==> config.mk <==
export PLATFORM = sky130hd
export DESIGN_NAME = seg_scan_ctrl_flat
export DESIGN_NICKNAME = d
export VERILOG_FILES = /design/src/rtl/seg_scan_ctrl_if.sv /design/src/rtl/seg_scan_ctrl.sv /design/src/flat_wrapper.sv
export SDC_FILE = /design/constraint.sdc
export NUM_CORES = 1
export LEC_CHECK = 0
export BUFFER_PORTS_ARGS = -buffer_cell sky130_fd_sc_hd__buf_2
export CORE_AREA = 5 5 57 84
export CTS_BUF_LIST = sky130_fd_sc_hd__clkbuf_8
export CTS_CLUSTER_DIAMETER = 150
export CTS_CLUSTER_SIZE = 8
export DETAILED_ROUTE_END_ITERATION = 8
export DIE_AREA = 0 0 62 89
export PLACE_DENSITY_LB_ADDON = 0.1
export SYNTH_ARGS = -nofsm -noshare
export SYNTH_HDL_FRONTEND = slang
export SYNTH_SLANG_ARGS = --single-unit
==> constraint.sdc <==
create_clock -name clk -period 3.3 [get_ports clk]
set_input_delay 0.495 -clock clk [delete_from_list [all_inputs] [get_ports clk]]
set_output_delay 0.495 -clock clk [all_outputs]
set_load 0.02 [all_outputs]
==> src/rtl/seg_scan_ctrl_if.sv <==
// Load/acknowledge channel for seg_scan_ctrl: new display data in, one-cycle ack back.
interface seg_scan_ctrl_if #(
    parameter int NUM_DIGITS = 2
) ();
    logic                    load;
    logic [4*NUM_DIGITS-1:0] digit_data;
    logic                    load_ack;

    modport master (output load, output digit_data, input load_ack);
    modport slave  (input load, input digit_data, output load_ack);
endinterface

==> src/rtl/seg_scan_ctrl.sv <==
// Time-multiplexed scan scheduler for a common-anode multi-digit 7-segment display.
// Define SEG_SCAN_BLANK_EN to insert an all-off blanking interval before each digit.
//
// state   | meaning
// --------+---------------------------------------------------------------
// S_IDLE  | scanning stopped, all digits off; loads go straight to active
// S_BLANK | all digits off, hex_out already presents the next digit
// S_ON    | digit idx powered for ON_CYCLES clocks
module seg_scan_ctrl #(
    parameter int NUM_DIGITS   = 2,
    parameter int ON_CYCLES    = 24000,
    parameter int BLANK_CYCLES = 480
) (
    input  logic                  clk,
    input  logic                  reset,
    input  logic                  enable,
    seg_scan_ctrl_if.slave        ld,
    output logic [3:0]            hex_out,
    output logic [NUM_DIGITS-1:0] digit_pow,
    output logic                  frame_done
);
    localparam int CNT_MAX = (ON_CYCLES > BLANK_CYCLES) ? ON_CYCLES : BLANK_CYCLES;
    localparam int CNT_W   = (CNT_MAX > 1) ? $clog2(CNT_MAX) : 1;
    localparam int IDX_W   = $clog2(NUM_DIGITS);
    localparam int DW      = 4 * NUM_DIGITS;

    localparam logic [1:0] S_IDLE  = 2'd0;
    localparam logic [1:0] S_BLANK = 2'd1;
    localparam logic [1:0] S_ON    = 2'd2;

`ifdef SEG_SCAN_BLANK_EN
    localparam logic [1:0] S_NEXT = S_BLANK;
`else
    localparam logic [1:0] S_NEXT = S_ON;
`endif

    localparam logic [CNT_W-1:0] ON_LAST    = CNT_W'(ON_CYCLES - 1);
    localparam logic [CNT_W-1:0] BLANK_LAST = CNT_W'(BLANK_CYCLES - 1);
    localparam logic [IDX_W-1:0] IDX_LAST   = IDX_W'(NUM_DIGITS - 1);

    logic [1:0]            state_q, state_d;
    logic [IDX_W-1:0]      idx_q, idx_d;
    logic [CNT_W-1:0]      cnt_q, cnt_d;
    logic [DW-1:0]         active_q, active_d;
    logic [DW-1:0]         shadow_q, shadow_d;
    logic                  pend_q, pend_d;
    logic [3:0]            hex_q, hex_d;
    logic [NUM_DIGITS-1:0] digit_pow_q, digit_pow_d;
    logic                  frame_done_q, frame_done_d;
    logic                  load_ack_q, load_ack_d;
    logic                  boundary;
    logic                  advance;

    always_comb begin
        state_d      = state_q;
        idx_d        = idx_q;
        cnt_d        = cnt_q + CNT_W'(1);
        active_d     = active_q;
        shadow_d     = shadow_q;
        pend_d       = pend_q;
        hex_d        = hex_q;
        load_ack_d   = 1'b0;
        boundary     = 1'b0;
        advance      = 1'b0;

        if (!enable) begin
            state_d = S_IDLE;
            idx_d   = '0;
            cnt_d   = '0;
        end else begin
            case (state_q)
                S_IDLE: begin
                    state_d = S_NEXT;
                    idx_d   = '0;
                    cnt_d   = '0;
                    advance = 1'b1;
                end
                S_BLANK: begin
                    if (cnt_q == BLANK_LAST) begin
                        state_d = S_ON;
                        cnt_d   = '0;
                    end
                end
                S_ON: begin
                    if (cnt_q == ON_LAST) begin
                        state_d = S_NEXT;
                        cnt_d   = '0;
                        advance = 1'b1;
                        if (idx_q == IDX_LAST) begin
                            idx_d    = '0;
                            boundary = 1'b1;
                        end else begin
                            idx_d = idx_q + IDX_W'(1);
                        end
                    end
                end
                default: begin
                    state_d = S_IDLE;
                    idx_d   = '0;
                    cnt_d   = '0;
                end
            endcase
        end

        // A load coinciding with the boundary bypasses shadow so it is shown immediately.
        if (ld.load) begin
            if (state_q == S_IDLE || boundary) begin
                active_d   = ld.digit_data;
                pend_d     = 1'b0;
                load_ack_d = 1'b1;
            end else begin
                shadow_d = ld.digit_data;
                pend_d   = 1'b1;
            end
        end else if (boundary && pend_q) begin
            active_d   = shadow_q;
            pend_d     = 1'b0;
            load_ack_d = 1'b1;
        end

        frame_done_d = boundary;

        if (advance) begin
            hex_d = active_d[4*idx_d +: 4];
        end

        digit_pow_d = '1;
        if (state_d == S_ON) begin
            digit_pow_d[idx_d] = 1'b0;
        end
    end

    always_ff @(posedge clk or negedge reset) begin
        if (!reset) begin
            state_q      <= S_IDLE;
            idx_q        <= '0;
            cnt_q        <= '0;
            active_q     <= '0;
            shadow_q     <= '0;
            pend_q       <= 1'b0;
            hex_q        <= 4'h0;
            digit_pow_q  <= '1;
            frame_done_q <= 1'b0;
            load_ack_q   <= 1'b0;
        end else begin
            state_q      <= state_d;
            idx_q        <= idx_d;
            cnt_q        <= cnt_d;
            active_q     <= active_d;
            shadow_q     <= shadow_d;
            pend_q       <= pend_d;
            hex_q        <= hex_d;
            digit_pow_q  <= digit_pow_d;
            frame_done_q <= frame_done_d;
            load_ack_q   <= load_ack_d;
        end
    end

    assign hex_out     = hex_q;
    assign digit_pow   = digit_pow_q;
    assign frame_done  = frame_done_q;
    assign ld.load_ack = load_ack_q;

endmodule

==> src/flat_wrapper.sv <==
// flat-port wrapper written by rule: the top's interface ports become plain ports
module seg_scan_ctrl_flat 
#(
    parameter int NUM_DIGITS   = 2,
    parameter int ON_CYCLES    = 24000,
    parameter int BLANK_CYCLES = 480
)
  (clk, reset, enable, hex_out, digit_pow, frame_done, ld_load, ld_digit_data, ld_load_ack);
  seg_scan_ctrl_if #(.NUM_DIGITS(NUM_DIGITS)) ld_i ();
  input  logic clk;
  input  logic reset;
  input  logic enable;
  output logic [3:0] hex_out;
  output logic [NUM_DIGITS-1:0] digit_pow;
  output logic frame_done;
  input wire logic [$bits(ld_i.load)-1:0] ld_load;
  input wire logic [$bits(ld_i.digit_data)-1:0] ld_digit_data;
  output wire logic [$bits(ld_i.load_ack)-1:0] ld_load_ack;
  assign ld_i.load = ld_load;
  assign ld_i.digit_data = ld_digit_data;
  assign ld_load_ack = ld_i.load_ack;
  seg_scan_ctrl #(.NUM_DIGITS(NUM_DIGITS), .ON_CYCLES(ON_CYCLES), .BLANK_CYCLES(BLANK_CYCLES)) u_core (.clk(clk), .reset(reset), .enable(enable), .ld(ld_i), .hex_out(hex_out), .digit_pow(digit_pow), .frame_done(frame_done));
endmodule
==> results.json <==
{
  "run_status": "finished clean",
  "antenna_found_initial": 0,
  "antennaDiodeCount": 0,
  "switching_power_w": 0.000273,
  "avgSynthCellArea_um2": 11.4,
  "seq_area_frac_synth_pct": 52.2,
  "p_comb_share_pct": 13.0,
  "dieHeight_um": 89,
  "grt_pass1_vias": 1570,
  "post_cts_resized": 0,
  "slowest_stage": "a221o_1",
  "endpoint": "u_core.hex_out[1]",
  "reg2regPathDepth": 8,
  "instances_no_fill": 248,
  "r2r_start": "u_core.cnt_q[0]",
  "fp-row-count": 28,
  "drt-initial-drc-count": 82,
  "critPathBufInv": 0,
  "track_usage_pct": 18.2,
  "synthArstFlopShare_pct": 100,
  "grt_pass1_wl_mm": 7.40,
  "period_share_pct": 78.3,
  "area_growth_pct": 10.5,
  "drcViolationCount": 0,
  "place.gp.congestion": 0.846,
  "rsz0062_at_grt": "false",
  "clkSinkCount": 43,
  "critPathRequiredTime_ns": 3.47,
  "slew_viol_final": 0,
  "ys_ff_latch": 43,
  "tightest_slew_ns": 0.932,
  "clk_latency_ns": 0.29,
  "synth_area_um2": 2060,
  "setup.worst_path.start": "u_core.cnt_q[0]",
  "routedWlPerCell_um": 17.3,
  "p_leak_nw": 1.03,
  "syn_nets": 200,
  "design.core.area_um2": 3920,
  "hold_path_class": "in -> async",
  "dieArea_um2": 5520,
  "via_per_inst": 5.95,
  "peakVddDrop_mv": 0.430,
  "dpl.hpwl_mm": 3.22,
  "firstDrtPassIters": 4,
  "grt_max_degree": 44,
  "placed_area_um2": 2190,
  "port_buffers": 19,
  "clock_tree.buffer_depth": 2,
  "arrival_ns": 2.75,
  "synthCells": 181,
  "synth.distinct_cells": 37,
  "crit_chain": "ha_1 -> and4_1 -> and4_1 -> ha_1 -> nand3_2 -> a2bb2oi_2 -> a221o_1 -> a221o_1",
  "ios": 20,
  "drtAntennaViolNets": 0,
  "critical_path_peak_fanout": 9,
  "grt_overflow": 0,
  "nets": 222,
  "hold_buffers": 0,
  "p_sw_share_pct": 25.4,
  "r2r-end": "u_core.hex_out[1]",
  "critPathCaptureType": "register",
  "path_class": "reg -> reg",
  "maxCapViolCount": 0,
  "drive_gt1_share_pct": 21.7,
  "dp_cells": 241,
  "synth_edf_count": 0,
  "relSlewSlack_pct": 37.9,
  "root_buffer": "clkbuf_8",
  "vias": 1476,
  "finalSetupTns_ns": 0,
  "crit_path_start_kind": "register",
  "die-width_um": 62,
  "max_stage_delay_ns": 0.41,
  "cp_top_family": "compound AO/OA/AOI/OAI gates",
  "skew_ns": 0.00555,
  "post_cts_buffers": 0,
  "period_needed_ns": 2.58,
  "setup_viol": 0,
  "final_area_um2": 2280,
  "initial_utilization_pct": 52.6,
  "cp_num_cells": 8,
  "synth_top_flop_cell": "dfrtp_1",
  "r2r_slack_ns": 0.72,
  "numCtsBuffers": 5,
  "fmax_mhz": 387,
  "ys_warn_count": 0,
  "finalHoldViolCount": 0,
  "clkPwrFrac_pct": 31.1,
  "p_int_w": 0.000802,
  "wl_mm": 4.29,
  "powerDensity_nw_per_um2": 471,
  "pwr-share-seq_pct": 55.9,
  "cts_max_level": 2,
  "cts.reportedPaths.clkPinSlew_ns": 0.08,
  "tritoncts": "yes"
}
synth_stat cells, types with 2 or more instances:
cell / number / area, um2
a21oi_1: 3 / 15.0
a221o_1: 12 / 120
a41oi_1: 3 / 26.3
and2_1: 7 / 43.8
and3_1: 8 / 50.1
and4_1: 4 / 35.0
buf_2: 3 / 15.0
dfrtp_1: 41 / 1030
dfstp_2: 2 / 52.6
ha_1: 7 / 87.6
inv_1: 11 / 41.3
mux2_2: 8 / 90.1
nand2_1: 7 / 26.3
nand3_1: 6 / 30.0
nand3_2: 2 / 20.0
nand4_1: 5 / 31.3
nor2_1: 17 / 63.8
nor2b_1: 2 / 12.5
nor3_1: 2 / 10.0
nor4_1: 3 / 18.8
o21ai_0: 3 / 15.0
xnor2_1: 5 / 43.8
xor2_1: 6 / 52.6
power by group through the flow:
stage	sequential (W)	combinational [W]	clock [W]
floorplan	0.000615	0.0000787	0
global placement	0.000607	0.000136	0
detailed placement	0.000609	0.000142	0
CTS	0.000599	0.000142	0.000341
global route	0.000605	0.000154	0.000379
finish	0.000601	0.000140	0.000334
worst register-to-register path: cells and delay by family, from the launching register on:
family | cells | cell delay (ns)
simple gates | 3 | 0.71
compound gates | 3 | 0.96
fa+ha+maj | 2 | 0.41
flops | 1 | 0.39
worst min-delay path by stage:
stage                                from                  to  slack, ns  cells after the start
after floorplan                     reset  u_core.active_q[0]       0.20                      0
after global placement    u_core.cnt_q[0]     u_core.cnt_q[0]       0.47                      1
after detailed placement  u_core.cnt_q[0]     u_core.cnt_q[0]       0.49                      1
after CTS                           reset     u_core.cnt_q[5]       0.38                      1
after global routing                reset        u_core.idx_q       0.41                      1
final                               reset    u_core.cnt_q[13]       0.34                      1
layout make-up:
class                   count  area [um2]
fillers                   357        1640
flip-flops and latches     43        1080
multi-input cells         123         922
repair buffers             19        95.1
clock buffers               6        82.6
well taps                  45        56.3
inverters                  11        41.3
clock inverters             1        5.00
cells by family (layout without fill, tap and decap cells):
family,Yosys count,in the layout,synth area share [%]
flip-flops,43,43,52.2
AO/OA/AOI/OAI,27,27,11.8
XOR/XNOR,11,11,4.67
adder cells (fa/ha/maj),7,7,4.24
multiplexers,8,8,4.36
AND/OR/NAND/NOR,70,70,19.6
buffers and inverters,15,37,3.09
flip-flops by register name, summed over array words and instances (netlist names), 2 cells and up:
register,count
u_core.active_q,8
u_core.cnt_q,15
u_core.digit_pow,2
u_core.hex_out,4
u_core.shadow_q,8
u_core.state_q,2
stage by stage:
stage | utilization, % | power, W | hold WS [ns] | setup slack [ns]
floorplan | - | 0.000694 | 0.199 | 0.897
global placement | 55.9 | 0.000744 | 0.466 | 0.779
detailed placement | 55.9 | 0.000751 | 0.485 | 0.723
CTS | 58.1 | 0.00108 | 0.380 | 0.702
global route | 58.1 | 0.00114 | 0.411 | 0.561
finish | 58.1 | 0.00107 | 0.341 | 0.717
cells in the final DEF (no fill, tap or decap), types with 2 or more instances in the layout:
master and n:
ha_1 7, nor3_1 2, and4_1 4, dfstp_2 2, nand3_1 6, mux2_2 8
buf_2 19, inv_1 11, nand2_1 7, a221o_1 12, nor2b_1 2, o21ai_0 3
dfrtp_1 41, xor2_1 6, and2_1 7, a21oi_1 3, nand3_2 2, xnor2_1 5
clkbuf_8 6, nor4_1 3, nand4_1 5, and3_1 8, a41oi_1 3, nor2_1 17
metal layers:
metal | share of wire, % | wire length [um] | GRT usage (%) | up-vias
met3 | 3.1 | 133 | 4.48 | 13
met4 | 3.5 | 148 | 8.88 | 0
met2 | 53 | 2280 | 30.1 | 34
met1 | 40 | 1720 | 21.3 | 728
met5 | 0 | 0 | 0 | -
li1 | - | - | - | 701
(Power assumes the default switching activity.)
